===== src/rtl/nn_ctrl_pkg.sv =====
// Shared definitions for the layer sequencers: state encoding and default pass geometry.
package nn_ctrl_pkg;

    localparam int DEF_N_INPUTS = 784;
    localparam int DEF_IDX_W    = 10;
    localparam int DEF_LAT      = 1;

    typedef enum logic [2:0] {
        ST_IDLE   = 3'd0,
        ST_CLEAR  = 3'd1,
        ST_STREAM = 3'd2,
        ST_DRAIN  = 3'd3,
        ST_DONE   = 3'd4
    } seq_state_t;

    function automatic logic state_is_busy(input seq_state_t s);
        case (s)
            ST_CLEAR, ST_STREAM, ST_DRAIN: return 1'b1;
            default:                       return 1'b0;
        endcase
    endfunction

endpackage


===== src/rtl/en_delay_line.sv =====
// Registered LAT-stage shift line for a single enable bit, with synchronous clear.
module en_delay_line #(
    parameter int LAT = 1
) (
    input  logic clk,
    input  logic clr,
    input  logic din,
    output logic dout
);

    logic [LAT-1:0] line_r;

    // Shift the enable one stage per cycle; clear empties every stage at once.
    always_ff @(posedge clk) begin
        if (clr) begin
            line_r <= '0;
        end else begin
            line_r[0] <= din;
            for (int i = 1; i < LAT; i++) begin
                line_r[i] <= line_r[i-1];
            end
        end
    end

    assign dout = line_r[LAT-1];

endmodule


===== src/rtl/layer_sequencer.sv =====
// Sequences one fully-connected layer pass: clear the MAC bank, stream N_INPUTS
// operand pairs with src_valid back-pressure, drain the fetch pipe, pulse done.
module layer_sequencer
    import nn_ctrl_pkg::*;
#(
    parameter int N_INPUTS = DEF_N_INPUTS,
    parameter int IDX_W    = DEF_IDX_W,
    parameter int LAT      = DEF_LAT
) (
    input  logic             clk,
    input  logic             reset,
    input  logic             start,
    input  logic             src_valid,
    input  logic             abort,
    output logic             push_en,
    output logic             mem_en,
    output logic             mac_en,
    output logic             dp_clr,
    output logic [IDX_W-1:0] idx,
    output logic             busy,
    output logic             done
);

    localparam int               CNT_W    = $clog2(LAT + 1);
    localparam logic [IDX_W-1:0] LAST_IDX = IDX_W'(N_INPUTS - 1);

    seq_state_t       state_r, state_s;
    logic [IDX_W-1:0] idx_r, idx_s;
    logic [CNT_W-1:0] cnt_r, cnt_s;
    logic             issue_s;
    logic             kill_s;
    logic             line_clr_s;

    assign issue_s    = (state_r == ST_STREAM) && src_valid;
    assign kill_s     = abort && (state_r != ST_IDLE);
    assign line_clr_s = reset || kill_s;

    // Next-state, element index and drain counter.
    always_comb begin
        state_s = state_r;
        idx_s   = idx_r;
        cnt_s   = cnt_r;
        if (kill_s) begin
            state_s = ST_IDLE;
            idx_s   = '0;
            cnt_s   = '0;
        end else begin
            case (state_r)
                ST_IDLE: begin
                    if (start) begin
                        state_s = ST_CLEAR;
                    end else begin
                        state_s = ST_IDLE;
                    end
                end
                ST_CLEAR: begin
                    state_s = ST_STREAM;
                    idx_s   = '0;
                end
                ST_STREAM: begin
                    if (issue_s && (idx_r == LAST_IDX)) begin
                        state_s = ST_DRAIN;
                        idx_s   = '0;
                        cnt_s   = CNT_W'(LAT - 1);
                    end else if (issue_s) begin
                        idx_s = idx_r + IDX_W'(1);
                    end else begin
                        idx_s = idx_r;
                    end
                end
                ST_DRAIN: begin
                    // The last issued element needs LAT cycles to reach the MACs.
                    if (cnt_r == CNT_W'(0)) begin
                        state_s = ST_DONE;
                    end else begin
                        cnt_s = cnt_r - CNT_W'(1);
                    end
                end
                ST_DONE: begin
                    state_s = ST_IDLE;
                end
                default: begin
                    state_s = ST_IDLE;
                    idx_s   = '0;
                    cnt_s   = '0;
                end
            endcase
        end
    end

    // State, index and drain-counter registers.
    always_ff @(posedge clk) begin
        if (reset) begin
            state_r <= ST_IDLE;
            idx_r   <= '0;
            cnt_r   <= '0;
        end else begin
            state_r <= state_s;
            idx_r   <= idx_s;
            cnt_r   <= cnt_s;
        end
    end

    // Datapath strobes decoded from the current state.
    always_comb begin
        push_en = 1'b0;
        mem_en  = 1'b0;
        dp_clr  = 1'b0;
        done    = 1'b0;
        busy    = state_is_busy(state_r);
        case (state_r)
            ST_CLEAR:  dp_clr = 1'b1;
            ST_STREAM: begin
                push_en = issue_s;
                mem_en  = issue_s;
            end
            ST_DONE:   done = 1'b1;
            default: begin
                push_en = 1'b0;
                mem_en  = 1'b0;
            end
        endcase
    end

    assign idx = idx_r;

    en_delay_line #(
        .LAT (LAT)
    ) u_mac_dly (
        .clk  (clk),
        .clr  (line_clr_s),
        .din  (issue_s),
        .dout (mac_en)
    );

endmodule

===== config.mk =====
export PLATFORM = sky130hd
export DESIGN_NAME = layer_sequencer
export DESIGN_NICKNAME = d
export VERILOG_FILES = /design/src/rtl/nn_ctrl_pkg.sv /design/src/rtl/en_delay_line.sv /design/src/rtl/layer_sequencer.sv
export SDC_FILE = /design/constraint.sdc
export NUM_CORES = 1
export LEC_CHECK = 0
export ABC_CLOCK_PERIOD_IN_PS = 2450
export CAP_MARGIN = 30
export CORE_MARGIN = 8
export CORE_UTILIZATION = 45
export CTS_CLUSTER_DIAMETER = 40
export DETAILED_ROUTE_END_ITERATION = 6
export PLACE_DENSITY = 0.76
export REMOVE_ABC_BUFFERS = 1
export SETUP_SLACK_MARGIN = 0.2
export SLEW_MARGIN = 10
export SYNTH_ARGS = -nofsm -noshare
export SYNTH_HDL_FRONTEND = slang
export SYNTH_HIERARCHICAL = 1
export SYNTH_SLANG_ARGS = --single-unit

===== constraint.sdc =====
create_clock -name clk -period 2.45 [get_ports clk]
set_clock_uncertainty 0.15 [all_clocks]
set_input_delay 0.49 -clock clk [delete_from_list [all_inputs] [get_ports clk]]
set_output_delay 0.49 -clock clk [all_outputs]
set_load 0.03 [all_outputs]

# ---- Word-level counts from Yosys, hierarchy flattened
# Cells that the tools add are included.
dict set report word_totals {
  in_bits 5
  output_inout_bits 16
  reg_bits 15
}
dict set report op_classes {
  n_reduce_logical 13
  n_bitwise 2
  eq_ne 8
  n_mux 14
  add_sub_neg 2
}
# cell n
set op_table {}
lappend op_table {{two-way mux 10 bit} 2}
lappend op_table {{case mux 10 bit (2 select lines)} 1}
lappend op_table {{case mux 3 bit (4 select lines)} 1}
lappend op_table {{adder 10 x 1 -> 10 bit (second input constant)} 1}
lappend op_table {{== test 10 bit (second input constant)} 1}
lappend op_table {{OR reduction 3 bit} 3}
lappend op_table {{two-way mux 1 bit} 7}
lappend op_table {{== test 3 x 2 -> 1 bit (second input constant)} 2}
lappend op_table {{two-way mux 3 bit} 2}
lappend op_table {{AND reduction 2 bit} 3}
lappend op_table {{== test 3 x 1 -> 1 bit (second input constant)} 1}
lappend op_table {{== test 3 bit (second input constant)} 1}
lappend op_table {{logical AND 1 bit} 3}
lappend op_table {{zero test 3 bit} 1}
lappend op_table {{inequality test 3 x 2 -> 1 bit (second input constant)} 1}
lappend op_table {{case mux 1 bit (3 select lines)} 1}
lappend op_table {{nonzero test 3 bit} 1}
lappend op_table {{inequality test 2 x 1 -> 1 bit (second input constant)} 1}
lappend op_table {{inequality test 2 bit (second input constant)} 1}
lappend op_table {{inverter 1 bit} 2}
lappend op_table {{OR reduction 2 bit} 1}
lappend op_table {{logical OR 1 bit} 1}
lappend op_table {{subtractor 1 bit (second input constant)} 1}

# ---- Longest topological paths before layout
dict set report logic_depth {
  ltp_word 5
  mapped_depth 6
  mapped_depth_nobuf 5
}

# ---- Hierarchy
# The synthesis kept the hierarchy.
# module n_inst cells_each seq_area_each_um2 area_each_um2
set modules_own_cells {}
lappend modules_own_cells {layer_sequencer 1 77 260.2 691.9}
lappend modules_own_cells {en_delay_line 1 2 20.0 33.8}

# ---- Worst setup path after synthesis
# Ideal clock, no wire load.
dict set report synth_timing {
  kind {reg2reg}
  from {register idx_r[0], in the netlist idx[0]}
  to {register idx_r[0], in the netlist idx[0]}
  path_stages_with_launch 7
  slack_ns 0.461
  arrival_time_ns 1.711
  period_less_slack_ns 1.989
  setup_time_ns 0.128
  required_ns 2.172
  cell_sequence {dfxtp_1 ha_1 nand3_1 nor4_1 o22a_1 clkbuf_1 nor2_1}
}
dict set report synth_via {
  elab_chain_cells 4
  elab_cells_between_ends 8
}
# item line_no
set synth_rtl {}
lappend synth_rtl {{start, declared} layer_sequencer.sv:28} ;# logic [IDX_W-1:0] idx_r, idx_s;
lappend synth_rtl {{start signal, assigned} layer_sequencer.sv:99} ;# idx_r <= idx_s;
lappend synth_rtl {{adder 10 x 1 -> 10 bit or == test 10 bit (tied branches)} {layer_sequencer.sv:66, layer_sequencer.sv:61}}
lappend synth_rtl {{two-way mux 10 bit or logical AND 1 bit (tied branches)} {layer_sequencer.sv:65, layer_sequencer.sv:61}}
lappend synth_rtl {{two-way mux 10 bit or inequality test 3 x 2 -> 1 bit (tied branches)} n/a}
lappend synth_rtl {{case mux 10 bit (2 select lines) or AND reduction 2 bit (tied branches)} n/a}
# Parallel ways exist; a longest one is shown, timed or not. The select of a mux whose other input is x is not followed.
# A chain may end at the register's enable or synchronous reset.

# ---- Worst setup path in the final report
dict set report layout_timing {
  from {register state_r[0]}
  to {output port busy}
}
dict set report layout_via {
  elab_chain_cells 3
  elab_cells_between_ends 5
}
# item line_no
set layout_rtl {}
lappend layout_rtl {{start, declared} layer_sequencer.sv:27} ;# seq_state_t state_r, state_s;
lappend layout_rtl {{start signal, assigned} layer_sequencer.sv:98} ;# state_r <= state_s;
lappend layout_rtl {{== test 3 x 2 -> 1 bit or == test 3 x 1 -> 1 bit (tied branches)} nn_ctrl_pkg.sv:17} ;# case (s)
lappend layout_rtl {{OR reduction 3 bit (*)} nn_ctrl_pkg.sv:17}
lappend layout_rtl {{two-way mux 1 bit (*)} nn_ctrl_pkg.sv:17}
lappend layout_rtl {{end, declared} layer_sequencer.sv:20} ;# output logic busy,
# Mark *: on every way between the ends. The rest lies on a longest branch, timed or not.

==> results by group <==
Run status
  • Status: completed

CTS
  • Total CTS buffers: 3
  • Post-CTS Hold Buffers: 0
  • Post-CTS Setup Repair Bufs: 0
  • Clk sink count: 14
  • CTS H-tree depth: 1
  • Max clock buf depth: 2
  • CTS root buf: clkbuf_4
  • Register clock-pin slew on the reported worst setup and hold paths: approximately 0.09 ns
  • CTS tree: yes
  • Clk_lat worst skew: about 0.27 ns

STA
  • Crit path time final: about 2.1 ns
  • RSZ-0062 raised after global routing: no
  • Fin Setup TNS: 0 ns
  • Setup Viol. Count Final: 0
  • Max-slew violation count: 0
  • Hold slack: 0.357 ns
  • Worst Tran Pin Value: 0.355 ns
  • Final Hold Vio Count: 0
  • Fmax: 0.470 GHz
  • Max transition margin: 0.763
  • Final period util: 0.868

Critical path
  • FF-to-FF setup slack: between 0.5 and 0.6 ns
  • Slowest cell on the critical path: clkdlybuf4s50_1
  • Worst Path Required: 1.81 ns
  • Worst-path cell chain: nor2_4 > nor2_1 > clkdlybuf4s50_1
  • Delay-heaviest family, CP: buffers and inverters
  • CP Class: flop to primary output
  • Max stage delay on crit path: approximately 0.67 ns
  • Crit end category: primary output
  • Buf/Inv on CP: 1
  • R2R cell count: 5
  • Max Fanout on Critical Path: 7
  • Reg-to-Reg Start: state_r[1]
  • RR Endpoint: idx[9]
  • Worst path arrival time: 1.49 ns
  • CP Launch Type: flop

Global route
  • GRT Util Overall: 0.109
  • Vias in the first global route: 651
  • GR peak layer: met2
  • First-pass GRT wire length: roughly 2.8 mm
  • Gr ovfl total: 0
  • Antenna violations before repair: 0
  • Met3 Use GR: 0.0594
  • Largest net degree at the start of global routing: 11
  • Met1 Usage GRT: 0.118
  • GR Util met2: 0.173

Floorplanning
  • Die Span X: around 56 µm
  • Area of the core: 1510 µm²
  • Die Height: 56.2 µm
  • Row count: 14
  • Num ports: 21
  • Initial core utilization: 0.482
  • Die area: roughly 3200 µm²

Min path
  • Hold Crit Class: flop to flop
  • Hold endpoint: idx[9]
  • Hold Path Stages: 2
  • HP Start: idx[9]

Placed design
  • Placer Congestion: slightly below 0.8
  • Port Buf Inserts: 20
  • DP HPWL: 1.27 mm
  • Inst Count DP: between 100 and 150
  • Placed cell area: ~950 µm²

Finish
  • Fin cells: between 100 and 150
  • Fill count: 135
  • Layout Area Growth over Synthesis: 36.4%
  • Final Net Count: roughly 110
  • ANT cells: 0
  • Cell area after layout: 990 µm²
  • Share of layout cells above drive strength 1: 0.192

Route
  • Vias/cell: between 5 and 6
  • DR vias: 674
  • DRC viols: 0
  • Final wirelength: approximately 1.7 mm
  • Post-DR wirelength/cell: around 14 µm
  • 1st-iter DRT viols: 16
  • Antenna-violating nets left: 0
  • Pre-Repair DR Iteration Count: 4

Power
  • Pwr Density: between 800 and 900 nW/µm²
  • Maximum VDD drop: about 0.00063 V
  • Power Total: between 0.8 and 0.9 mW
  • Leakage: roughly 0.34 nW

Logic synthesis
  • Simple-Gate Fraction of Synth Area: 0.316
  • Warnings from Yosys: 6
  • Syn Area/Cell: 9.19 µm²
  • Distinct cells, synth: 31
  • Post-synthesis mux area share: 0.0276
  • Synth Area in Compound Gates: 0.157
  • Number of synthesized register bits: 14
  • Xor/xnor cell area share of the yosys netlist: 0.0603
  • Largest family of logic cells by synthesized area: simple AND/OR/NAND/NOR gates
  • Mapped Area: around 730 µm²
  • Mapped Cells: between 70 and 80
  • Seq/Total Area, Yosys: 0.386
  • Adder-cell share of the synthesized area: 0.0172

Run
  • Max Cap Viol: 0
[synthesized netlist by cell type (all sizes together)]
| cell type | number | area (µm²) |
|---|---|---|
| inv | 1 | 3.75 |
| xnor2 | 5 | 43.8 |
| and2 | 2 | 13.8 |
| dfxtp | 14 | 280 |
| and4b | 1 | 11.3 |
| nand4bb | 1 | 11.3 |
| nor3 | 1 | 5.00 |
| o31ai | 2 | 15.0 |
| buf | 2 | 18.8 |
| a211oi | 3 | 22.5 |
| nor3b | 1 | 7.51 |
| and3 | 1 | 6.26 |
| nor4 | 2 | 12.5 |
| a21oi | 7 | 35.0 |
| or4 | 2 | 15.0 |
| nand3 | 5 | 25.0 |
| clkbuf | 1 | 3.75 |
| nor2 | 10 | 37.5 |
| mux2i | 2 | 20.0 |
| nand2b | 2 | 20.0 |
| nand2 | 2 | 7.51 |
| nor2b | 2 | 27.5 |
| or3 | 3 | 22.5 |
| ha | 1 | 12.5 |
| o22a | 1 | 8.76 |
| a211o | 1 | 17.5 |
| o21ai | 3 | 15.0 |
| nand4 | 1 | 6.26 |
[power breakdown]
group	leakage (nW)	internal (mW)	total, mW	switching [mW]
Combinational	0.205	0.174	0.407	0.233
Clock	0.0210	0.0902	0.162	0.0722
Sequential	0.113	0.251	0.273	0.0219
Total	0.339	0.515	0.842	0.327
[layout make-up]
| cell class | instances | area [µm²] | area share |
|---|---|---|---|
| flip-flops and latches | 14 | 280 | 0.283 |
| well taps | 16 | 20.0 | 0.0202 |
| multi-input cells | 61 | 427 | 0.431 |
| clock buffers | 4 | 36.3 | 0.0367 |
| repair buffers | 24 | 223 | 0.225 |
| inverters | 1 | 3.75 | 0.00379 |
[registers in the layout (all words and copies together) (netlist names)]
signal          count
idx                10
state_r             3
u_mac_dly/dout      1
[kinds of logic after synthesis]
family	Yosys count
fa+ha+maj	1
simple gates	36
xor+xnor	5
flops	14
mux	2
compound gates	17
buf+inv	4
[routing by layer]
layer  wire length (µm)  vias up
li1                   -      343
met1                801      316
met2                769       13
met3                102        2
met4                 10        0
met5                  0        -
[stage by stage]
| stage | setup WS, ns | utilization |
|---|---|---|
| 3_5_place_dp | 0.0864 | 0.630 |
| 4_1_cts | 0.253 | 0.654 |
| 5_1_grt | 0.226 | 0.657 |
| 3_3_place_gp | 0.110 | 0.630 |
| 2_1_floorplan | 0.572 | - |
| 6_report | 0.322 | 0.657 |
[placed cells by master (no fill, tap or decap), types with 2 or more instances in the layout]
cell / n
nand2_1: 2
nor2b_4: 2
a211oi_1: 3
nand3_1: 5
buf_4: 6
or4_1: 2
clkbuf_4: 3
nor4_1: 2
o31ai_1: 2
nor2_1: 9
or3_2: 3
dlygate4sd2_1: 2
xnor2_1: 5
dfxtp_1: 14
mux2i_1: 2
o21ai_0: 3
clkdlybuf4s50_1: 16
a21oi_1: 7
[tightest hold or removal path: stages, from the launching register on]
cell and delay, ns:
dfxtp_1 0.34, o31ai_1 0.07, a21oi_1 0.06
[worst max path at each step]
stage / cells after the start / slack [ns] / startpoint / end
after CTS: 3 / 0.25 / state_r[0] / busy
after floorplan: 5 / 0.57 / idx[0] / idx[0]
after global routing: 3 / 0.23 / state_r[0] / busy
after global placement: 5 / 0.11 / src_valid / idx[7]
after detailed placement: 5 / 0.09 / src_valid / idx[9]
final: 3 / 0.32 / state_r[0] / busy
[what timing repair did]
item	in CTS	in global routing
setup endpoints to repair	3	1
resized for setup	3	1
pin swaps	0	0
Note: power is estimated with default switching activity, not from simulation.
